## src/rtl/control_packet_1_to_n_router_pkg.sv

```systemverilog
// rtl/control_packet_1_to_n_router_pkg.sv - ControlPacket types, FIFO state signals and route-id decode.
package control_packet_1_to_n_router_pkg;

  localparam int NUM_CONTROL_RECEIVER_DEFAULT = 4;
  localparam int ROUTE_ID_WIDTH = $clog2(NUM_CONTROL_RECEIVER_DEFAULT) + 1;
  localparam logic [ROUTE_ID_WIDTH-1:0] ROUTE_ID_BROADCAST = '1;

  typedef struct packed {
    logic [7:0]  route;
    logic [23:0] data;
  } ControlPacketPayload;

  typedef struct packed {
    logic                valid;
    ControlPacketPayload payload;
  } ControlPacket;

  typedef struct packed {
    logic rd_en;
  } FIFOStateSignalsInput;

  typedef struct packed {
    logic empty;
    logic prog_full;
  } FIFOStateSignalsOutput;

  // Only the low ROUTE_ID_WIDTH bits of the route byte select a destination.
  function automatic logic [ROUTE_ID_WIDTH-1:0] control_route_id(input ControlPacketPayload p);
    return p.route[ROUTE_ID_WIDTH-1:0];
  endfunction

endpackage

```

## src/rtl/control_packet_fifo_sync.sv

```systemverilog
// rtl/control_packet_fifo_sync.sv - Synchronous FIFO with registered empty/full/prog_full flags.
module control_packet_fifo_sync #(
  parameter int DATA_WIDTH  = 32,
  parameter int DEPTH       = 4,
  parameter int PROG_THRESH = 3
) (
  input  logic                  ap_clk,
  input  logic                  areset,
  input  logic                  wr_en,
  input  logic [DATA_WIDTH-1:0] wr_data,
  input  logic                  rd_en,
  output logic [DATA_WIDTH-1:0] rd_data,
  output logic                  empty,
  output logic                  full,
  output logic                  prog_full
);

  localparam int AW = $clog2(DEPTH);

  logic [DATA_WIDTH-1:0] mem [DEPTH];
  logic [AW-1:0]         wr_ptr;
  logic [AW-1:0]         rd_ptr;
  logic [AW:0]           count;
  logic [AW:0]           count_nxt;
  logic                  do_wr;
  logic                  do_rd;

  // A pop frees a slot on the same edge, so a push into a full FIFO is taken when it coincides with a pop.
  assign do_rd   = rd_en & ~empty;
  assign do_wr   = wr_en & (~full | do_rd);
  assign rd_data = mem[rd_ptr];

  always_comb begin
    count_nxt = count;
    if (do_wr && !do_rd) begin
      count_nxt = count + (AW+1)'(1);
    end else if (do_rd && !do_wr) begin
      count_nxt = count - (AW+1)'(1);
    end
  end

  always_ff @(posedge ap_clk or posedge areset) begin
    if (areset) begin
      wr_ptr    <= '0;
      rd_ptr    <= '0;
      count     <= '0;
      empty     <= 1'b1;
      full      <= 1'b0;
      prog_full <= 1'b0;
    end else begin
      if (do_wr) wr_ptr <= wr_ptr + AW'(1);
      if (do_rd) rd_ptr <= rd_ptr + AW'(1);
      count     <= count_nxt;
      empty     <= (count_nxt == '0);
      full      <= (count_nxt == (AW+1)'(DEPTH));
      prog_full <= (count_nxt >= (AW+1)'(PROG_THRESH));
    end
  end

  always_ff @(posedge ap_clk) begin
    if (do_wr) mem[wr_ptr] <= wr_data;
  end

endmodule

```

## src/rtl/control_packet_1_to_n_router.sv

```systemverilog
// rtl/control_packet_1_to_n_router.sv - Routes one ControlPacket stream to N destination FIFOs by route id.
// Optional broadcast on all-ones route id: CONTROL_ROUTER_BROADCAST_EN.
module control_packet_1_to_n_router
  import control_packet_1_to_n_router_pkg::*;
#(
  parameter int NUM_CONTROL_RECEIVER = NUM_CONTROL_RECEIVER_DEFAULT,
  parameter int IN_FIFO_DEPTH        = 8,
  parameter int IN_PROG_THRESH       = 4,
  parameter int OUT_FIFO_DEPTH       = 4,
  parameter int OUT_PROG_THRESH      = 3
) (
  input  logic                                             ap_clk,
  input  logic                                             areset,
  input  ControlPacket                                     request_in,
  output FIFOStateSignalsOutput                            fifo_request_signals_out,
  input  FIFOStateSignalsInput  [NUM_CONTROL_RECEIVER-1:0] fifo_response_signals_in,
  output FIFOStateSignalsOutput [NUM_CONTROL_RECEIVER-1:0] fifo_response_signals_out,
  output ControlPacket          [NUM_CONTROL_RECEIVER-1:0] request_out,
  output logic                                             fifo_setup_signal,
  output logic                                             overflow_error,
  output logic [15:0]                                      drop_count
);

  localparam int IDX_W = $clog2(NUM_CONTROL_RECEIVER);
  localparam int PW    = $bits(ControlPacketPayload);

  ControlPacket                                 in_reg;
  ControlPacketPayload                          in_head;
  logic                                         in_empty;
  logic                                         in_full;
  logic                                         in_prog_full;
  logic                                         in_pop;
  logic                                         drop;
  logic [1:0]                                   setup_sr;
  logic [ROUTE_ID_WIDTH-1:0]                    head_id;
  logic [IDX_W-1:0]                             head_idx;
  logic                                         is_bcast;
  logic [NUM_CONTROL_RECEIVER-1:0]              dest_push;
  logic [NUM_CONTROL_RECEIVER-1:0]              dest_pop;
  logic [NUM_CONTROL_RECEIVER-1:0]              dest_empty;
  logic [NUM_CONTROL_RECEIVER-1:0]              dest_full;
  logic [NUM_CONTROL_RECEIVER-1:0]              dest_prog_full;
  ControlPacketPayload [NUM_CONTROL_RECEIVER-1:0] dest_head;

  assign fifo_setup_signal               = ~setup_sr[1];
  assign fifo_request_signals_out.empty     = in_empty;
  assign fifo_request_signals_out.prog_full = in_prog_full;

  control_packet_fifo_sync #(
    .DATA_WIDTH (PW),
    .DEPTH      (IN_FIFO_DEPTH),
    .PROG_THRESH(IN_PROG_THRESH)
  ) u_in_fifo (
    .ap_clk   (ap_clk),
    .areset   (areset),
    .wr_en    (in_reg.valid),
    .wr_data  (in_reg.payload),
    .rd_en    (in_pop),
    .rd_data  (in_head),
    .empty    (in_empty),
    .full     (in_full),
    .prog_full(in_prog_full)
  );

  assign head_id  = control_route_id(in_head);
  assign head_idx = head_id[IDX_W-1:0];

`ifdef CONTROL_ROUTER_BROADCAST_EN
  assign is_bcast = (head_id == ROUTE_ID_BROADCAST);
`else
  assign is_bcast = 1'b0;
`endif

  // Head-of-line dispatch: a blocked head stalls everything behind it so order is preserved.
  always_comb begin
    in_pop    = 1'b0;
    dest_push = '0;
    drop      = 1'b0;
    if (!in_empty) begin
      if (is_bcast) begin
        if (~|dest_full) begin
          dest_push = '1;
          in_pop    = 1'b1;
        end
      end else if (head_id < ROUTE_ID_WIDTH'(NUM_CONTROL_RECEIVER)) begin
        if (!dest_full[head_idx]) begin
          dest_push[head_idx] = 1'b1;
          in_pop              = 1'b1;
        end
      end else begin
        in_pop = 1'b1;
        drop   = 1'b1;
      end
    end
  end

  always_comb begin
    dest_pop = '0;
    for (int i = 0; i < NUM_CONTROL_RECEIVER; i++) begin
      dest_pop[i] = fifo_response_signals_in[i].rd_en & ~dest_empty[i];
    end
  end

  for (genvar g = 0; g < NUM_CONTROL_RECEIVER; g++) begin : g_dest
    control_packet_fifo_sync #(
      .DATA_WIDTH (PW),
      .DEPTH      (OUT_FIFO_DEPTH),
      .PROG_THRESH(OUT_PROG_THRESH)
    ) u_dest_fifo (
      .ap_clk   (ap_clk),
      .areset   (areset),
      .wr_en    (dest_push[g]),
      .wr_data  (in_head),
      .rd_en    (dest_pop[g]),
      .rd_data  (dest_head[g]),
      .empty    (dest_empty[g]),
      .full     (dest_full[g]),
      .prog_full(dest_prog_full[g])
    );
    assign fifo_response_signals_out[g].empty     = dest_empty[g];
    assign fifo_response_signals_out[g].prog_full = dest_prog_full[g];
  end

  always_ff @(posedge ap_clk or posedge areset) begin
    if (areset) begin
      setup_sr       <= 2'b00;
      in_reg         <= '0;
      overflow_error <= 1'b0;
      drop_count     <= 16'd0;
      request_out    <= '0;
    end else begin
      setup_sr       <= {setup_sr[0], 1'b1};
      in_reg.valid   <= request_in.valid & ~fifo_setup_signal;
      in_reg.payload <= request_in.payload;
      if (in_reg.valid && in_full && !in_pop) overflow_error <= 1'b1;
      if (drop && drop_count != 16'hFFFF) drop_count <= drop_count + 16'd1;
      for (int i = 0; i < NUM_CONTROL_RECEIVER; i++) begin
        request_out[i].valid   <= dest_pop[i];
        request_out[i].payload <= dest_head[i];
      end
    end
  end

endmodule

```

## config.mk

```make
export PLATFORM = sky130hd
export DESIGN_NAME = control_packet_1_to_n_router
export DESIGN_NICKNAME = d
export VERILOG_FILES = /design/src/rtl/control_packet_1_to_n_router_pkg.sv /design/src/rtl/control_packet_fifo_sync.sv /design/src/rtl/control_packet_1_to_n_router.sv
export SDC_FILE = /design/constraint.sdc
export NUM_CORES = 1
export LEC_CHECK = 0
export CORE_ASPECT_RATIO = 0.9
export CORE_UTILIZATION = 55
export DETAILED_ROUTE_END_ITERATION = 7
export PLACE_DENSITY = 0.7
export SYNTH_ARGS = -nofsm -noshare
export SYNTH_HDL_FRONTEND = slang
export SYNTH_SLANG_ARGS = --single-unit
```

## constraint.sdc

```tcl
create_clock -name ap_clk -period 16.2 [get_ports ap_clk]
set_input_delay 4.86 -clock ap_clk [delete_from_list [all_inputs] [get_ports ap_clk]]
set_output_delay 4.86 -clock ap_clk [all_outputs]
set_load 0.05 [all_outputs]
```

==> results of run 1 <==
## power by group
group          leakage [nW]  internal, mW  switching [mW]  total (mW)
combinational          3.29          1.03            1.88        2.91
clock                  1.52          1.27           0.894        2.16
sequential             9.72          3.61           0.238        3.85
total                  14.5          5.91            3.01        8.92
## how the worst max path moves through the flow
stage	to
floorplan	drop_count[0]$_DFFE_PP0P_
global placement	g_dest[0].u_dest_fifo.rd_ptr[0]$_DFFE_PP0P_
detailed placement	g_dest[0].u_dest_fifo.rd_ptr[0]$_DFFE_PP0P_
CTS	g_dest[0].u_dest_fifo.rd_ptr[0]$_DFFE_PP0P_
global route	g_dest[0].u_dest_fifo.rd_ptr[0]$_DFFE_PP0P_
finish	fifo_request_signals_out[1]
## through the flow
| step | util, % | instance area (um2) | hold WS (ps) | instances |
|---|---|---|---|---|
| floorplan | - | 36100 | 331 | 1608 |
| global placement | 60.8 | 39100 | 333 | 2633 |
| detailed placement | 60.8 | 39100 | 336 | 2633 |
| CTS | 65.6 | 42200 | 350 | 2808 |
| global route | 65.6 | 42200 | 354 | 2808 |
| finish | 65.6 | 42200 | 348 | 2810 |
## final cells by class
class	instances	area, um2	share of cell area (%)
flip-flops and latches	1005	29000	68.7
multi-input cells	503	6660	15.8
clock buffers	150	2840	6.72
repair buffers	236	2270	5.37
well taps	855	1070	2.53
clock inverters	25	248	0.587
inverters	34	135	0.320
diodes	2	5.00	0.0119
## logic make-up after synthesis
logic type | synth area share, %
fa+ha+maj | 1.01
compound gates | 1.02
mux | 13.4
xor+xnor | 1.02
simple gates | 1.92
flops | 80.4
other cells | 0.0104
buf+inv | 1.19
## worst register-to-register path: stages (launching register included)
cell and delay [ps]:
dfrtp_4 790, buf_4 760, mux2i_1 200, mux4_2 690, mux2_2 420, a221oi_4 740
o21ai_2 160, or2_2 380, nor2_2 130, buf_4 460
## cells in the final DEF (no fill, tap or decap), types with 29 or more instances in the layout
cell type,instances
xnor2_1,30
ha_1,29
edfxtp_1,768
mux2_2,35
clkbuf_1,34
clkdlybuf4s50_1,198
nand2_1,38
clkbuf_16,99
buf_4,38
inv_1,33
mux4_2,191
dfrtp_1,226
## layer usage
| metal | global-route usage, % | part of all wire (%) |
|---|---|---|
| met1 | 29.5 | 43 |
| met2 | 34.8 | 51 |
| met3 | 3.32 | 4.8 |
| met4 | 5.29 | 1.9 |
| met5 | 0 | 0.019 |
==> summary.txt, run 1 <==
Synth
  • Syn Nets: approximately 1700
  • Post-synth ARST share: a little under a quarter
  • YS warnings: 0
  • Ys flop type: edfxtp_1
  • Synth area leader: edfxtp_1
  • Post-synthesis cell type count: 52
  • Synth Area per Inst: roughly 22 um2
  • Number of synthesized flops with an enable pin: 768
  • Seq cells post-synth: ~1000
  • Mapped cell area: ~36000 um2
  • Count leader, synth: edfxtp_1
  • Synth cell count leaders: edfxtp_1, dfrtp_1, mux4_2, nand2_1, mux2_2
  • Register area share after synthesis: between 80 and 90%
  • Synth top area share: 63.9%
  • Area contributors post-synth: edfxtp_1, dfrtp_1, mux4_2
  • Post-Synthesis Cells: 1608

STA
  • # setup viols final: 0
  • Clk_skew: ~26 ps
  • Crit path setup slack, layout: between 9000 and 10000 ps
  • Tightest Pin Transition: about 1100 ps
  • RSZ-0062 raised after global routing: no
  • Endpoints failing hold: 0
  • Fin crit share: 43.3%
  • Highest clock rate: approximately 0.14 GHz
  • Post-route minimum period: between 7000 and 8000 ps
  • Pins Over Slew Limit: 0
  • Slew headroom: ~29%
  • Setup_tns: 0 ps

Floorplan
  • Starting Density: a little under three fifths
  • I/O pins: between 150 and 200
  • Die area: 66600 um2
  • Die height: 245 um
  • Site Rows: between 80 and 90
  • Die Wd: 272 um
  • Core footprint: between 60000 and 70000 um2

Setup path
  • Worst Setup Start Kind: flip-flop
  • Stages on worst setup path: 1
  • WP data arrival: about 2200 ps
  • CP Capture Type: output port
  • Crit path buf inv count: 1
  • CP delay by family, top: buffers and inverters
  • Critical-path cell list: clkdlybuf4s50_1
  • Reg2reg start: u_in_fifo.rd_ptr[0]$_DFFE_PP0P_
  • CP max FO: 7
  • Worst r2r dst: u_in_fifo.mem[2][10]$_DFFE_PP_
  • Slowest stage delay, CP: ~860 ps
  • Worst reg-to-reg path cell count: 9
  • Worst Path Class, Setup: flip-flop to output port
  • R2R Setup Slk: 11070 ps
  • Crit path max-delay cell type: clkdlybuf4s50_1
  • Worst EP required: 11340 ps
  • Crit. Startpoint: u_in_fifo.empty$_DFF_PP1_

Drt
  • Initial DRC count: 1278
  • Drt first pass iters: 5
  • WL final: between 60 and 70 mm
  • WL/cell: ~24 um
  • Antenna viol nets, final: 0
  • Vias/cell: 5.69
  • Via count: 15984
  • DRC viols: 0

Clocking
  • Clock Latency Late Sink: 640 ps
  • CTS sink cnt: roughly 1000
  • Cts repair resizes: 0
  • Root Driver: clkbuf_16
  • Post-CTS Setup Repair Bufs: 0
  • Clk buf depth: 3
  • Number of CTS-inserted buffers: 94
  • Reg clk slew, reported paths: 60 ps
  • Hold-fix buffers at CTS: 0
  • CTS tree: yes
  • H-tree depth: 3

Hold path
  • Hold path start: setup_sr[0]$_DFF_PP0_
  • Hold Crit Class: flip-flop to flip-flop
  • Hold path cells: 0
  • WHS Endpoint: setup_sr[1]$_DFF_PP0_

Pwr
  • Pwr Total: just under 9 mW
  • Cell leakage power: 14.5 nW
  • Power density cells: about 210 nW/um2
  • VDD IR max: roughly 0.00016 V

Finish
  • Biggest register: g_dest.u_dest_fifo.mem
  • Biggest regs: g_dest.u_dest_fifo.mem x512, u_in_fifo.mem x256, request_out x132
  • Share of cells above drive strength 1: between 20% and 30%
  • Area Growth Syn to Fin: 17.1%
  • Fin nets: ~2000
  • Largest register FFs: 512
  • Filler instances: 4112

GRT
  • First-pass GRT wire length: between 100 and 150 mm
  • Initial antenna violation count: 3
  • Final global-route overflow total: 0
  • Total track usage: a little over a fifth
  • Vias in the first global route: 16980
  • Pin count of the biggest net entering global routing: between 100 and 150

Run
  • Max-Cap Viols: 0

Placement
  • Post-DP HPWL: between 30 and 40 mm
  • Gpl congestion: about 0.78
  • IO buf count: between 150 and 200
  • Place WS: around 8400 ps

Run status
  • Status: complete, no violations
Power figures use the tool's default switching activity.
==> inputs of run 2 (changes only) <==
CORE_UTILIZATION = 53   (was 55)
PLACE_DENSITY = 0.71   (was 0.7)
clock period = 6.1 ns   (was 16.2 ns; I/O delays follow)
==> run 2 against run 1 <==
Die area grew 3.7%. Final cell count grew 0.64%. Global-route usage shrank 1.2 points. Final area is essentially flat. Sequential power grew to 2.7 times the previous value. Clock power grew to 2.7 times the previous value. Critical endpoint is now u_in_fifo.mem[0][6]$_DFFE_PP_.
==> summary.txt, run 2 (synthesis results as in run 1) <==
Setup path
  • Worst Setup Start Kind: flip-flop
  • Worst EP required: 6360 ps (-4980 ps)
  • CP Capture Type: flip-flop
  • WP data arrival: 4820 ps (+2660 ps)
  • CP max FO: 32 (+25)
  • Worst Path Class, Setup: flip-flop to flip-flop

Pwr
  • Cell leakage power: 14.5 nW (-0.11%)
  • Pwr Total: 23.7 mW (+170%)
  • Sw power: 8.05 mW (+170%)
  • Sw Share: 33.9% (+0.15 points)
  • Combinational share of power: 31.8% (-0.8 points)
  • Clock share of power: 24.2% (about the same)
  • VDD IR max: 0.000349 V (+120%)
  • Flop pwr share: 44.0% (+0.9 points)
  • Internal power: 15.7 mW (+170%)
  • Power density cells: 561 nW/um2 (+170%)

GRT
  • Pin count of the biggest net entering global routing: 98 (-13%)
  • Vias in the first global route: 16550 (-2.5%)
  • Final global-route overflow total: 0 (unchanged)
  • Total track usage: 19.8% (-1.2 points)
  • Initial antenna violation count: 0 (-3)
  • First-pass GRT wire length: 102 mm (-1.5%)

STA
  • Clk_skew: 20.8 ps (-4.69 ps)
  • Post-route minimum period: about 4600 ps
  • Tightest Pin Transition: 1120 ps (+64.0 ps)
  • Hold_ws: 350 ps (+2.28 ps)
  • RSZ-0062 raised after global routing: no
  • Highest clock rate: roughly 0.22 GHz
  • Endpoints failing hold: 0 (unchanged)
  • Fin crit share: between 70 and 80%
  • Setup_tns: 0 ps (unchanged)
  • # setup viols final: 0 (unchanged)
  • Slew headroom: 25.1% (-3.7 points)
  • Pins Over Slew Limit: 0 (unchanged)

Clocking
  • Number of CTS-inserted buffers: 95 (+1.1%)
  • CTS sink cnt: 1005 (unchanged)
  • H-tree depth: 3 (unchanged)
  • Clock Latency Late Sink: 640 ps (about the same)
  • Post-CTS Setup Repair Bufs: 0 (unchanged)
  • Reg clk slew, reported paths: 70 ps (about the same)
  • CTS tree: yes
  • Hold-fix buffers at CTS: 0 (unchanged)
  • Cts repair resizes: 0 (unchanged)
  • Clk buf depth: 3 (unchanged)
  • Root Driver: clkbuf_16

Finish
  • Biggest register: g_dest.u_dest_fifo.mem
  • Largest register FFs: 512 (unchanged)
  • Commonest non-fill, non-tap cells in the layout: edfxtp_1, dfrtp_1, clkdlybuf4s50_1, mux4_2, clkbuf_16
  • N_diodes: 0 (-2)
  • Biggest regs: g_dest.u_dest_fifo.mem x512, u_in_fifo.mem x256, request_out x132
  • Filler instances: 4413 (+7.3%)
  • Commonest non-fill, non-tap cell in the layout: edfxtp_1
  • Combined area of the multi-input logic cells: 6660 um2 (unchanged)
  • Core Util, Final: 63.0% (-2.6 points)
  • Fin nets: 1943 (+0.051%)
  • Area Growth Syn to Fin: 17.2% (about the same)
  • FF/Latch Area: 29000 um2 (about the same)
  • Share of cells above drive strength 1: 21.8% (+0.040 points)

Drt
  • Drt first pass iters: 5 (unchanged)
  • WL final: 67.0 mm (-0.26%)
  • Vias/cell: 5.69 (+0.10%)
  • Antenna viol nets, final: 0 (unchanged)
  • WL/cell: 23.7 um (-0.89%)
  • DRC viols: 0 (unchanged)
  • Initial DRC count: 1242 (-2.8%)
  • Via count: 16103 (+0.74%)

Floorplan
  • I/O pins: 199 (unchanged)
  • Die height: 249 um (+1.9%)
  • Die area: 69100 um2 (+3.7%)
  • Site Rows: 90 (+2.3%)
  • Starting Density: 53.7% (-2.3 points)
  • Core footprint: 67100 um2 (+4.2%)
  • Die Wd: 277 um (+1.9%)

Run status
  • Status: complete, no violations

Placement
  • IO buf count: 198 (unchanged)
  • Gpl congestion: 0.772 (-1.6%)
  • Post-DP HPWL: 40.4 mm (+4.1%)

Hold path
  • Hold Crit Class: flip-flop to flip-flop

Run
  • Max-Cap Viols: 0 (unchanged)
## run 2: area by class of cell
type | instances | share of cell area (%)
tap | 874 | 2.59
timing repair buffer | 236 | 5.42
inverter | 34 | 0.311
sequential | 1005 | 68.6
multi-input combinational | 503 | 15.8
clock buffer | 142 | 6.38
clock inverter | 34 | 0.894
## run 2: power groups by stage
stage / clock network (mW) / registers [mW] / logic [mW]
detailed placement: 0 / 10.6 / 7.61
global route: 6.13 / 10.6 / 8.00
finish: 5.75 / 10.4 / 7.54
floorplan: 0 / 11.7 / 3.74
global placement: 0 / 10.5 / 7.43
CTS: 5.87 / 10.5 / 7.65
## run 2: worst paths after layout
path | from | endpoint | slack (ps) | cells past startpoint
worst max-delay path | u_in_fifo.rd_ptr[2]$_DFFE_PP0P_ | u_in_fifo.mem[0][6]$_DFFE_PP_ | 1540 | 9
worst min-delay path | setup_sr[0]$_DFF_PP0_ | setup_sr[1]$_DFF_PP0_ | 350 | 0
worst max register to register | u_in_fifo.rd_ptr[2]$_DFFE_PP0P_ | u_in_fifo.mem[0][6]$_DFFE_PP_ | 1540 | 9
worst min register to register | setup_sr[0]$_DFF_PP0_ | setup_sr[1]$_DFF_PP0_ | 350 | 0
max in group asynchronous | areset | u_in_fifo.rd_ptr[0]$_DFFE_PP0P_ | 3470 | 3
min in group asynchronous | areset | drop_count[13]$_DFFE_PP0P_ | 1610 | 2
## run 2: critical path, cell delays in order, from the launching register on
cell and delay, ps:
dfrtp_1 1080, mux4_2 380, mux2i_1 120, inv_1 550, nor2_1 160, a221oi_4 740
o21ai_2 150, or2_2 380, nor3_2 140, buf_4 440
## run 2: per-layer routing
metal / wire [um] / global-route usage [%] / vias to the layer above
met5: 0 / 0 / -
li1: - / - / 6949
met1: 28700 / 28.5 / 8520
met3: 4000 / 3.52 / 96
met2: 32800 / 31.5 / 538
met4: 1470 / 5.51 / 0
## run 2: per-stage QoR
step	instance area [um2]	std cells	worst slack, ps
CTS	42300	2828	1510
global placement	39200	2652	1670
global route	42300	2828	1240
detailed placement	39200	2652	1550
floorplan	36100	1608	981
finish	42300	2828	1540
